### src/rtl/sar_pkg.sv
// Shared definitions for the DLL SAR front end: FSM encoding, search length and
// the width helper for the signed vote accumulator.
package sar_pkg;

  localparam int unsigned SarBits       = 10;
  localparam int unsigned NStepsDefault = 10;

  typedef logic [2:0] state_t;

  localparam state_t StIdle   = 3'd0;
  localparam state_t StSettle = 3'd1;
  localparam state_t StVote   = 3'd2;
  localparam state_t StDecide = 3'd3;
  localparam state_t StStep   = 3'd4;

  // Width of the signed vote seen outside the block.
  function automatic int unsigned vote_w(input int unsigned vote_len);
    return $clog2(vote_len) + 1;
  endfunction

endpackage

### src/rtl/sar_pd_voter_if.sv
// Phase-detector input / SAR-side output bundle of sar_pd_voter.
interface sar_pd_voter_if
  import sar_pkg::*;
#(
  parameter int unsigned VoteLen = 16
) ();

  localparam int unsigned VoteW = vote_w(VoteLen);

  logic                    en;
  logic                    lead;
  logic                    lag;
  logic                    comp;
  logic                    clk4;
  logic [3:0]              step_cnt;
  logic                    sar_done;
  logic signed [VoteW-1:0] vote_acc;

  modport master (
    output en, lead, lag,
    input  comp, clk4, step_cnt, sar_done, vote_acc
  );

  modport slave (
    input  en, lead, lag,
    output comp, clk4, step_cnt, sar_done, vote_acc
  );

endinterface

### src/rtl/sar_vote_acc.sv
// Signed up/down vote accumulator with synchronous clear and count enable.
// The sign/zero flags describe the value being loaded on the next edge.
module sar_vote_acc #(
  parameter int unsigned Width = 6
) (
  input  logic                    clk,
  input  logic                    rst_n,
  input  logic                    clr_i,
  input  logic                    en_i,
  input  logic                    up_i,
  input  logic                    dn_i,
  output logic signed [Width-1:0] acc_o,
  output logic                    neg_o,
  output logic                    zero_o
);

  logic signed [Width-1:0] acc_q, acc_d;

  always_comb begin
    acc_d = acc_q;
    if (clr_i) begin
      acc_d = '0;
    end else if (en_i) begin
      if (up_i && !dn_i) begin
        acc_d = acc_q + Width'(1);
      end else if (dn_i && !up_i) begin
        acc_d = acc_q - Width'(1);
      end
    end
  end

  always_ff @(posedge clk or negedge rst_n) begin
    if (!rst_n) begin
      acc_q <= '0;
    end else begin
      acc_q <= acc_d;
    end
  end

  assign acc_o  = acc_q;
  assign neg_o  = acc_d[Width-1];
  assign zero_o = (acc_d == '0);

endmodule

### src/rtl/sar_pd_voter.sv
// Majority-vote filter between the bang-bang phase detector and the DLL SAR:
// settles, votes over a fixed window, registers COMP and pulses the SAR step clock.
module sar_pd_voter
  import sar_pkg::*;
#(
  parameter int unsigned VoteLen   = 16,
  parameter int unsigned SettleCyc = 8,
  parameter int unsigned NSteps    = NStepsDefault
) (
  input logic           clk,
  input logic           rst_n,
  sar_pd_voter_if.slave bus
);

  localparam int unsigned VoteW  = vote_w(VoteLen);
  // One spare bit so a unanimous lead window (+VoteLen) keeps a positive sign.
  localparam int unsigned AccW   = VoteW + 1;
  localparam int unsigned CntMax = (SettleCyc > VoteLen) ? SettleCyc : VoteLen;
  localparam int unsigned CntW   = $clog2(CntMax) + 1;

  localparam logic signed [AccW-1:0] AccDbgMax = AccW'(VoteLen - 1);

  state_t          state_q, state_d;
  logic [CntW-1:0] cnt_q, cnt_d;
  logic            comp_q, comp_d;
  logic            clk4_q, clk4_d;
  logic [3:0]      step_q, step_d;
  logic            done_q, done_d;

  logic                   acc_clr, acc_en, acc_neg, acc_zero;
  logic signed [AccW-1:0] acc;
  logic signed [VoteW-1:0] vote_dbg;

  sar_vote_acc #(
    .Width(AccW)
  ) u_vote_acc (
    .clk   (clk),
    .rst_n (rst_n),
    .clr_i (acc_clr),
    .en_i  (acc_en),
    .up_i  (bus.lead),
    .dn_i  (bus.lag),
    .acc_o (acc),
    .neg_o (acc_neg),
    .zero_o(acc_zero)
  );

  always_comb begin
    state_d = state_q;
    cnt_d   = cnt_q;
    comp_d  = comp_q;
    clk4_d  = 1'b1;
    step_d  = step_q;
    acc_clr = 1'b1;
    acc_en  = 1'b0;

    if (!bus.en) begin
      state_d = StIdle;
      cnt_d   = '0;
      step_d  = '0;
    end else begin
      unique case (state_q)
        StIdle: begin
          state_d = StSettle;
          cnt_d   = '0;
          step_d  = '0;
        end
        StSettle: begin
          if (cnt_q == CntW'(SettleCyc - 1)) begin
            state_d = StVote;
            cnt_d   = '0;
          end else begin
            cnt_d = cnt_q + CntW'(1);
          end
        end
        StVote: begin
          acc_clr = 1'b0;
          acc_en  = 1'b1;
          if (cnt_q == CntW'(VoteLen - 1)) begin
            state_d = StDecide;
            cnt_d   = '0;
            // Decide on the value including this last sample; a tie keeps COMP.
            if (acc_neg) begin
              comp_d = 1'b0;
            end else if (!acc_zero) begin
              comp_d = 1'b1;
            end
          end else begin
            cnt_d = cnt_q + CntW'(1);
          end
        end
        StDecide: begin
          acc_clr = 1'b0;
          state_d = StStep;
          clk4_d  = 1'b0;
        end
        StStep: begin
          state_d = StSettle;
          step_d  = (step_q == 4'(NSteps)) ? step_q : step_q + 4'd1;
        end
        default: begin
          state_d = StIdle;
          cnt_d   = '0;
          step_d  = '0;
        end
      endcase
    end

    done_d = (step_d == 4'(NSteps));
  end

  always_ff @(posedge clk or negedge rst_n) begin
    if (!rst_n) begin
      state_q <= StIdle;
      cnt_q   <= '0;
      comp_q  <= 1'b1;
      clk4_q  <= 1'b1;
      step_q  <= '0;
      done_q  <= 1'b0;
    end else begin
      state_q <= state_d;
      cnt_q   <= cnt_d;
      comp_q  <= comp_d;
      clk4_q  <= clk4_d;
      step_q  <= step_d;
      done_q  <= done_d;
    end
  end

  // Debug view is one bit narrower; only the unanimous-lead count needs clamping.
  always_comb begin
    vote_dbg = acc[VoteW-1:0];
    if (acc > AccDbgMax) begin
      vote_dbg = AccDbgMax[VoteW-1:0];
    end
  end

  assign bus.comp     = comp_q;
  assign bus.clk4     = clk4_q;
  assign bus.step_cnt = step_q;
  assign bus.sar_done = done_q;
  assign bus.vote_acc = vote_dbg;

endmodule

### src/flat_wrapper.sv
// flat-port wrapper written by rule: the top's interface ports become plain ports
module sar_pd_voter_flat import sar_pkg::*;
#(
  parameter int unsigned VoteLen   = 16,
  parameter int unsigned SettleCyc = 8,
  parameter int unsigned NSteps    = NStepsDefault
)
  (clk, rst_n, bus_en, bus_lead, bus_lag, bus_comp, bus_clk4, bus_step_cnt, bus_sar_done, bus_vote_acc);
  sar_pd_voter_if #(.VoteLen(VoteLen)) bus_i ();
  input logic clk;
  input logic rst_n;
  input wire logic [$bits(bus_i.en)-1:0] bus_en;
  input wire logic [$bits(bus_i.lead)-1:0] bus_lead;
  input wire logic [$bits(bus_i.lag)-1:0] bus_lag;
  output wire logic [$bits(bus_i.comp)-1:0] bus_comp;
  output wire logic [$bits(bus_i.clk4)-1:0] bus_clk4;
  output wire logic [$bits(bus_i.step_cnt)-1:0] bus_step_cnt;
  output wire logic [$bits(bus_i.sar_done)-1:0] bus_sar_done;
  output wire logic [$bits(bus_i.vote_acc)-1:0] bus_vote_acc;
  assign bus_i.en = bus_en;
  assign bus_i.lead = bus_lead;
  assign bus_i.lag = bus_lag;
  assign bus_comp = bus_i.comp;
  assign bus_clk4 = bus_i.clk4;
  assign bus_step_cnt = bus_i.step_cnt;
  assign bus_sar_done = bus_i.sar_done;
  assign bus_vote_acc = bus_i.vote_acc;
  sar_pd_voter #(.VoteLen(VoteLen), .SettleCyc(SettleCyc), .NSteps(NSteps)) u_core (.clk(clk), .rst_n(rst_n), .bus(bus_i));
endmodule
### config.mk
export PLATFORM = sky130hd
export DESIGN_NAME = sar_pd_voter_flat
export DESIGN_NICKNAME = d
export VERILOG_FILES = /design/src/rtl/sar_pkg.sv /design/src/rtl/sar_pd_voter_if.sv /design/src/rtl/sar_vote_acc.sv /design/src/rtl/sar_pd_voter.sv /design/src/flat_wrapper.sv
export SDC_FILE = /design/constraint.sdc
export NUM_CORES = 1
export LEC_CHECK = 0
export CAP_MARGIN = 15
export CORE_UTILIZATION = 45
export CTS_CLUSTER_SIZE = 28
export DETAILED_ROUTE_END_ITERATION = 10
export GPL_TIMING_DRIVEN = 1
export PLACE_DENSITY = 0.72
export SYNTH_ARGS = -nofsm -noshare
export SYNTH_HDL_FRONTEND = slang
export SYNTH_SLANG_ARGS = --single-unit
export TNS_END_PERCENT = 1
### constraint.sdc
create_clock -name clk -period 2.2 [get_ports clk]
set_input_delay 0.66 -clock clk [delete_from_list [all_inputs] [get_ports clk]]
set_output_delay 0.66 -clock clk [all_outputs]
set_load 0.005 [all_outputs]
# After elaboration in Yosys (flattened, before gate mapping)
# Index checks and enable logic that the tools add are counted.
[word_totals]
input_bits = 5
elab_cells = 60
ff_bits = 21
out_inout_bits = 12
[classes]
reduce_logical = 12
eq_ne = 12
order_cmp = 1
muxes = 24
n_addsub = 4
[ops]
columns = ["operator", "n"]
rows = [
  ["$mux W6", 4],
  ["$mux W5", 4],
  ["$pmux W5 S3", 1],
  ["$pmux W3 S4", 1],
  ["$mux W3", 3],
  ["$eq A4 B4 Y1 const B", 2],
  ["$mux W1", 8],
  ["$mux W4", 2],
  ["$pmux W4 S2", 1],
  ["$add A6 B2 Y6 const B", 1],
  ["$eq A3 B2 Y1 const B", 2],
  ["$gt A6 B5 Y1 const B", 1],
  ["$logic_not A6 Y1", 1],
  ["$ne A3 B2 Y1 const B", 2],
  ["$reduce_or A2 Y1", 3],
  ["$sub A6 B2 Y6 const B", 1],
  ["$add A5 B1 Y5 const B", 1],
  ["$eq A5 B3 Y1 const B", 1],
  ["$eq A5 B4 Y1 const B", 1],
  ["$add A4 B1 Y4 const B", 1],
  ["$ne A2 B2 Y1 const B", 2],
  ["$reduce_and A4 Y1", 1],
  ["$eq A3 B1 Y1 const B", 1],
  ["$eq A3 B3 Y1 const B", 1],
  ["other kinds (5)", 7],
]

# Depth between registers and ports, before layout
[logic_depth]
word_depth = 9
depth_mapped = 9
depth_no_buf = 9

# By module
# Synthesis repeated with hierarchy kept, for this count alone.
[unflattened]
hier_cells = 148
area_unflattened_um2 = 1456.4
[modules_own_cells]
columns = ["mod", "seq_area_each_um2", "cells_each", "area_per_inst_um2", "n_inst"]
rows = [
  ["sar_pd_voter", 377.9, 97, 950.9, 1],
  ["sar_vote_acc", 150.1, 51, 505.5, 1],
]

# Worst setup path before layout
# No wires, ideal clock.
[synth_timing]
path_kind = "input port to flip-flop"
start = "in bus_lead"
end = "reg u_core.comp_q (netlist: u_core.bus.comp)"
cell_stages = 5
setup_ns = 0.078
path_buffers = 0
path_slack_ns = 0.500
t_required_ns = 2.122
t_arrival_ns = 1.622
cell_sequence = "or3b_1 -> o22ai_4 -> nand2_2 -> o211a_1 -> a41oi_2"
[synth_via]
elab_chain_cells = 9
elab_cells_between_ends = 11
cone_classes = "eq/ne (1); mux (5); reduce/logical (5)"
[synth_lines]
columns = ["element", "line", "source"]
rows = [
  ["start, declared", "flat_wrapper.sv:13", "input wire logic [$bits(bus_i.lead)-1:0] bus_lead;"],
  ["$logic_not A1 Y1", "sar_vote_acc.sv:26", "end else if (dn_i && !up_i) begin"],
  ["$logic_and A1 B1 Y1", "sar_vote_acc.sv:26", ""],
  ["$mux W6", "sar_vote_acc.sv:26", ""],
  ["$mux W6 (*)", "sar_vote_acc.sv:24", "if (up_i && !dn_i) begin"],
  ["$mux W6 (*)", "sar_vote_acc.sv:23", "end else if (en_i) begin"],
  ["$mux W6 (*)", "sar_vote_acc.sv:21", "if (clr_i) begin"],
  ["$logic_not A6 Y1", "sar_vote_acc.sv:42", "assign zero_o = (acc_d == '0);"],
  ["$ne A2 B2 Y1 (no source line)", "n/a", ""],
  ["$reduce_and A4 Y1 (no source line)", "n/a", ""],
  ["end signal, assigned", "sar_pd_voter.sv:123", "comp_q <= comp_d;"],
  ["end, declared", "sar_pd_voter.sv:25", "logic comp_q, comp_d;"],
]
# Mark *: on every way between the ends. The rest lies on a longest branch, timed or not.
# A chain may end at the register's enable or synchronous reset.

# Worst setup path in the final report
[layout_timing]
start = "reg u_core.u_vote_acc.acc_q[5] (netlist: u_core.u_vote_acc.acc_o[5])"
end = "out bus_vote_acc[4]"
[layout_via]
elab_chain_cells = 2
[layout_lines]
columns = ["element", "line", "source"]
rows = [
  ["start, declared", "sar_vote_acc.sv:17", "logic signed [Width-1:0] acc_q, acc_d;"],
  ["start signal, assigned", "sar_vote_acc.sv:34", "acc_q <= '0;"],
  ["start signal, assigned", "sar_vote_acc.sv:36", "acc_q <= acc_d;"],
  ["$gt A6 B5 Y1", "sar_pd_voter.sv:133", "if (acc > AccDbgMax) begin"],
  ["$mux W5", "sar_pd_voter.sv:133", ""],
  ["end, declared", "flat_wrapper.sv:19", "output wire logic [$bits(bus_i.vote_acc)-1:0] bus_vote_acc;"],
]
# No other way between the ends.

==> out/summary.txt <==
Most common cell in the synthesized netlist - dfrtp_1
Critical path peak fanout - 4
DIE HEIGHT - 58.0 um
Worst-Skew Late Latency - 0.30 ns
Rows - 19
Final nets - 191
First-pass GRT wire length - 4.96 mm
Violated checks - DRC
Core Area - 2850 um2
Min Clock Period, post-route - 2.08 ns
Clock skew - 0.0131 ns
Initial Util - 49.4%
Area share of the largest cell type after synthesis - 33.7%
Synth area leaders - dfrtp_1 (34%), ha_1 (6.2%), dfstp_2 (3.7%)
Vias in the first global route - 1120
Syn. warnings - 0
Syn_nets - 166
Min-delay worst type - reg2reg
PwrDens - 384 nW/um2
Max-Cap Viols - 0
Iter 0 DRT Violations - 26
Reg2reg start - u_core.cnt_q[1]$_DFFE_PN0P_
Placed Area - 1640 um2
Via density - 5.51
Worst Hold Launch - u_core.cnt_q[0]$_DFFE_PN0P_
Setup crit end kind - output pin
Post-DP HPWL - 2.06 mm
DR pass1 iterations - 7
Drt total wl - 2.73 mm
Kind of critical path - reg2out
Routed Antenna Nets - 0
Critical Path Start Type - register
Clock Tree Root - clkbuf_4
Avg Synthesized Cell Area - 9.16 um2
Layout cell share with drive strength beyond 1 - 14.0%
RSZ-0062 raised after global routing - no
Port bufs - 16
CTS H-tree depth - 1
Via count of the routed design - 1152
LEAKAGE - 0.720 nW
Worst-path clk slew - 0.12 ns
Reg2Reg Depth - 8
DRC viols - 2
Async set-reset flop share out of synthesis - 100%
Synth unique cells - 46
CP Data Arrival Time - 1.42 ns
Final Cycle Share - 94.7%
Final Wtd Congestion - 0.838
Max_slew headroom - 63.3%
Final slew viol count - 0
Die area - 3360 um2
Ports - 17
Post-synth top flop - dfrtp_1
Final Hold Vio Count - 0
Worst Path Required - 1.54 ns
Area grow syn2layout - 19.3%
Power Total - 645 uW
Area of the mapped netlist - 1410 um2
Largest net degree at the start of global routing - 22
Hold Path Sink - u_core.cnt_q[0]$_DFFE_PN0P_
DR WL/cell - 13.0 um
CTS tree - built
Tot GR Track Use - 18.7%
Antenna Cells - 0
Initial antenna violation count - 0
Die width - 58.0 um
F_max - 480 MHz
Sequential area share after synthesis - 37.4%
Synth Instances - 154
FF-to-FF End - u_core.bus.comp$_DFFE_PN1P_
Maximum VDD drop - 0.371 mV
Finished Cell Area - 1680 um2
CTS sink cnt - 21
Synth Register Bits - 21
Worst Tran Pin Value - 0.551 ns
Post-synth EDFFs - 0
Outcome - finished, violations left
Internal reg-to-reg setup slack - 0.33 ns
Overflow after GRT - 0
Worst hold path depth - 1
Synth area leader - dfrtp_1
Finish-stage setup viols - 0
Synth cell count leaders - dfrtp_1 (19), nor2_1 (14), nand2_1 (10), o21ai_0 (10), a21oi_1 (9)
CTS Buffer Depth - 2
Total CTS buffers - 3
worst max-delay path: stages, from the launching register on:
cell and delay [ns]:
dfrtp_1 0.40, buf_4 0.15, and2_1 0.15, clkdlybuf4s50_1 0.43
worst max path at each step:
| stage | startpoint | endpoint | slack, ns | cells past startpoint |
|---|---|---|---|---|
| after global placement | bus_lag | u_core.bus.comp$_DFFE_PN1P_ | -0.03 | 6 |
| after CTS | u_core.u_vote_acc.acc_o[5]$_DFF_PN0_ | bus_vote_acc[3] | 0.08 | 3 |
| after global routing | u_core.u_vote_acc.acc_o[4]$_DFF_PN0_ | bus_vote_acc[3] | 0.05 | 3 |
| after floorplan | bus_lead | u_core.bus.comp$_DFFE_PN1P_ | 0.50 | 5 |
| final | u_core.u_vote_acc.acc_o[5]$_DFF_PN0_ | bus_vote_acc[4] | 0.12 | 3 |
| after detailed placement | bus_lag | u_core.bus.comp$_DFFE_PN1P_ | -0.12 | 6 |
cell type report:
class | count | area [um2]
clock buffer | 3 | 22.5
timing repair buffer | 24 | 223
inverter | 7 | 26.3
multi-input combinational | 122 | 838
fill | 262 | 1170
clock inverter | 1 | 5.00
tap | 31 | 38.8
sequential | 21 | 529
metal layers:
metal	global-route usage [%]	wire length [um]	vias up
li1	-	-	589
met1	25.6	1330	544
met2	31.4	1330	17
met3	2.23	55	2
met4	5.44	16	0
met5	0	0	-
kinds of logic (layout without fill, tap and decap cells):
group | count (synthesis) | in the layout | share of synthesized area, %
AO/OA/AOI/OAI | 34 | 34 | 16.5
AND/OR/NAND/NOR | 70 | 70 | 28.6
XOR/XNOR | 7 | 7 | 4.35
flip-flops | 21 | 21 | 37.4
multiplexers | 4 | 4 | 3.28
adder cells (fa/ha/maj) | 7 | 7 | 6.21
buffers and inverters | 11 | 35 | 3.64
cells in the final DEF (no fill, tap or decap), types with 2 or more instances in the layout:
master / count
nand2b_1: 6
nor3_1: 2
dfstp_2: 2
o21a_1: 4
nor2_1: 14
clkbuf_4: 3
clkdlybuf4s50_1: 15
or3_1: 2
o22ai_1: 2
ha_1: 7
a21boi_1: 2
or3b_1: 3
nand3_1: 4
xor2_1: 2
a21oi_1: 9
o21ai_0: 10
nor2b_1: 5
dfrtp_1: 18
xnor2_1: 5
buf_4: 8
nand2_1: 10
mux2_2: 2
inv_1: 6
nand3b_1: 6
and2_1: 5
nand4_1: 2
repair_timing:
action                     4_1_cts  5_1_grt
hold buffers                     0        0
resized for setup                0        4
buffers inserted                 1        0
setup endpoints to repair        2        4
stage by stage:
stage | instances | utilization, % | hold slack (ns) | TNS [ns] | setup slack, ns
after global routing | 209 | 59.0 | 0.561 | 0 | 0.0466
after detailed placement | 204 | 57.4 | 0.523 | -0.186 | -0.117
final | 209 | 59.0 | 0.537 | 0 | 0.116
after global placement | 204 | 57.4 | 0.509 | -0.0323 | -0.0270
after floorplan | 154 | - | 0.364 | 0 | 0.500
after CTS | 209 | 58.6 | 0.543 | 0 | 0.0799
sequential cells by signal (all words and copies together), names as in the netlist:
signal,count
u_core.state_q,3
u_core.bus.comp,1
u_core.bus.clk4,1
u_core.bus.step_cnt,4
u_core.u_vote_acc.acc_o,6
u_core.bus.sar_done,1
u_core.cnt_q,5
power breakdown:
part	leakage, nW	total (mW)	internal (mW)	switching, mW
Clock	0.0177	0.182	0.0676	0.114
Sequential	0.281	0.395	0.389	0.00646
Combinational	0.421	0.0685	0.0330	0.0354
Total	0.720	0.645	0.489	0.156
Power figures use the tool's default switching activity.
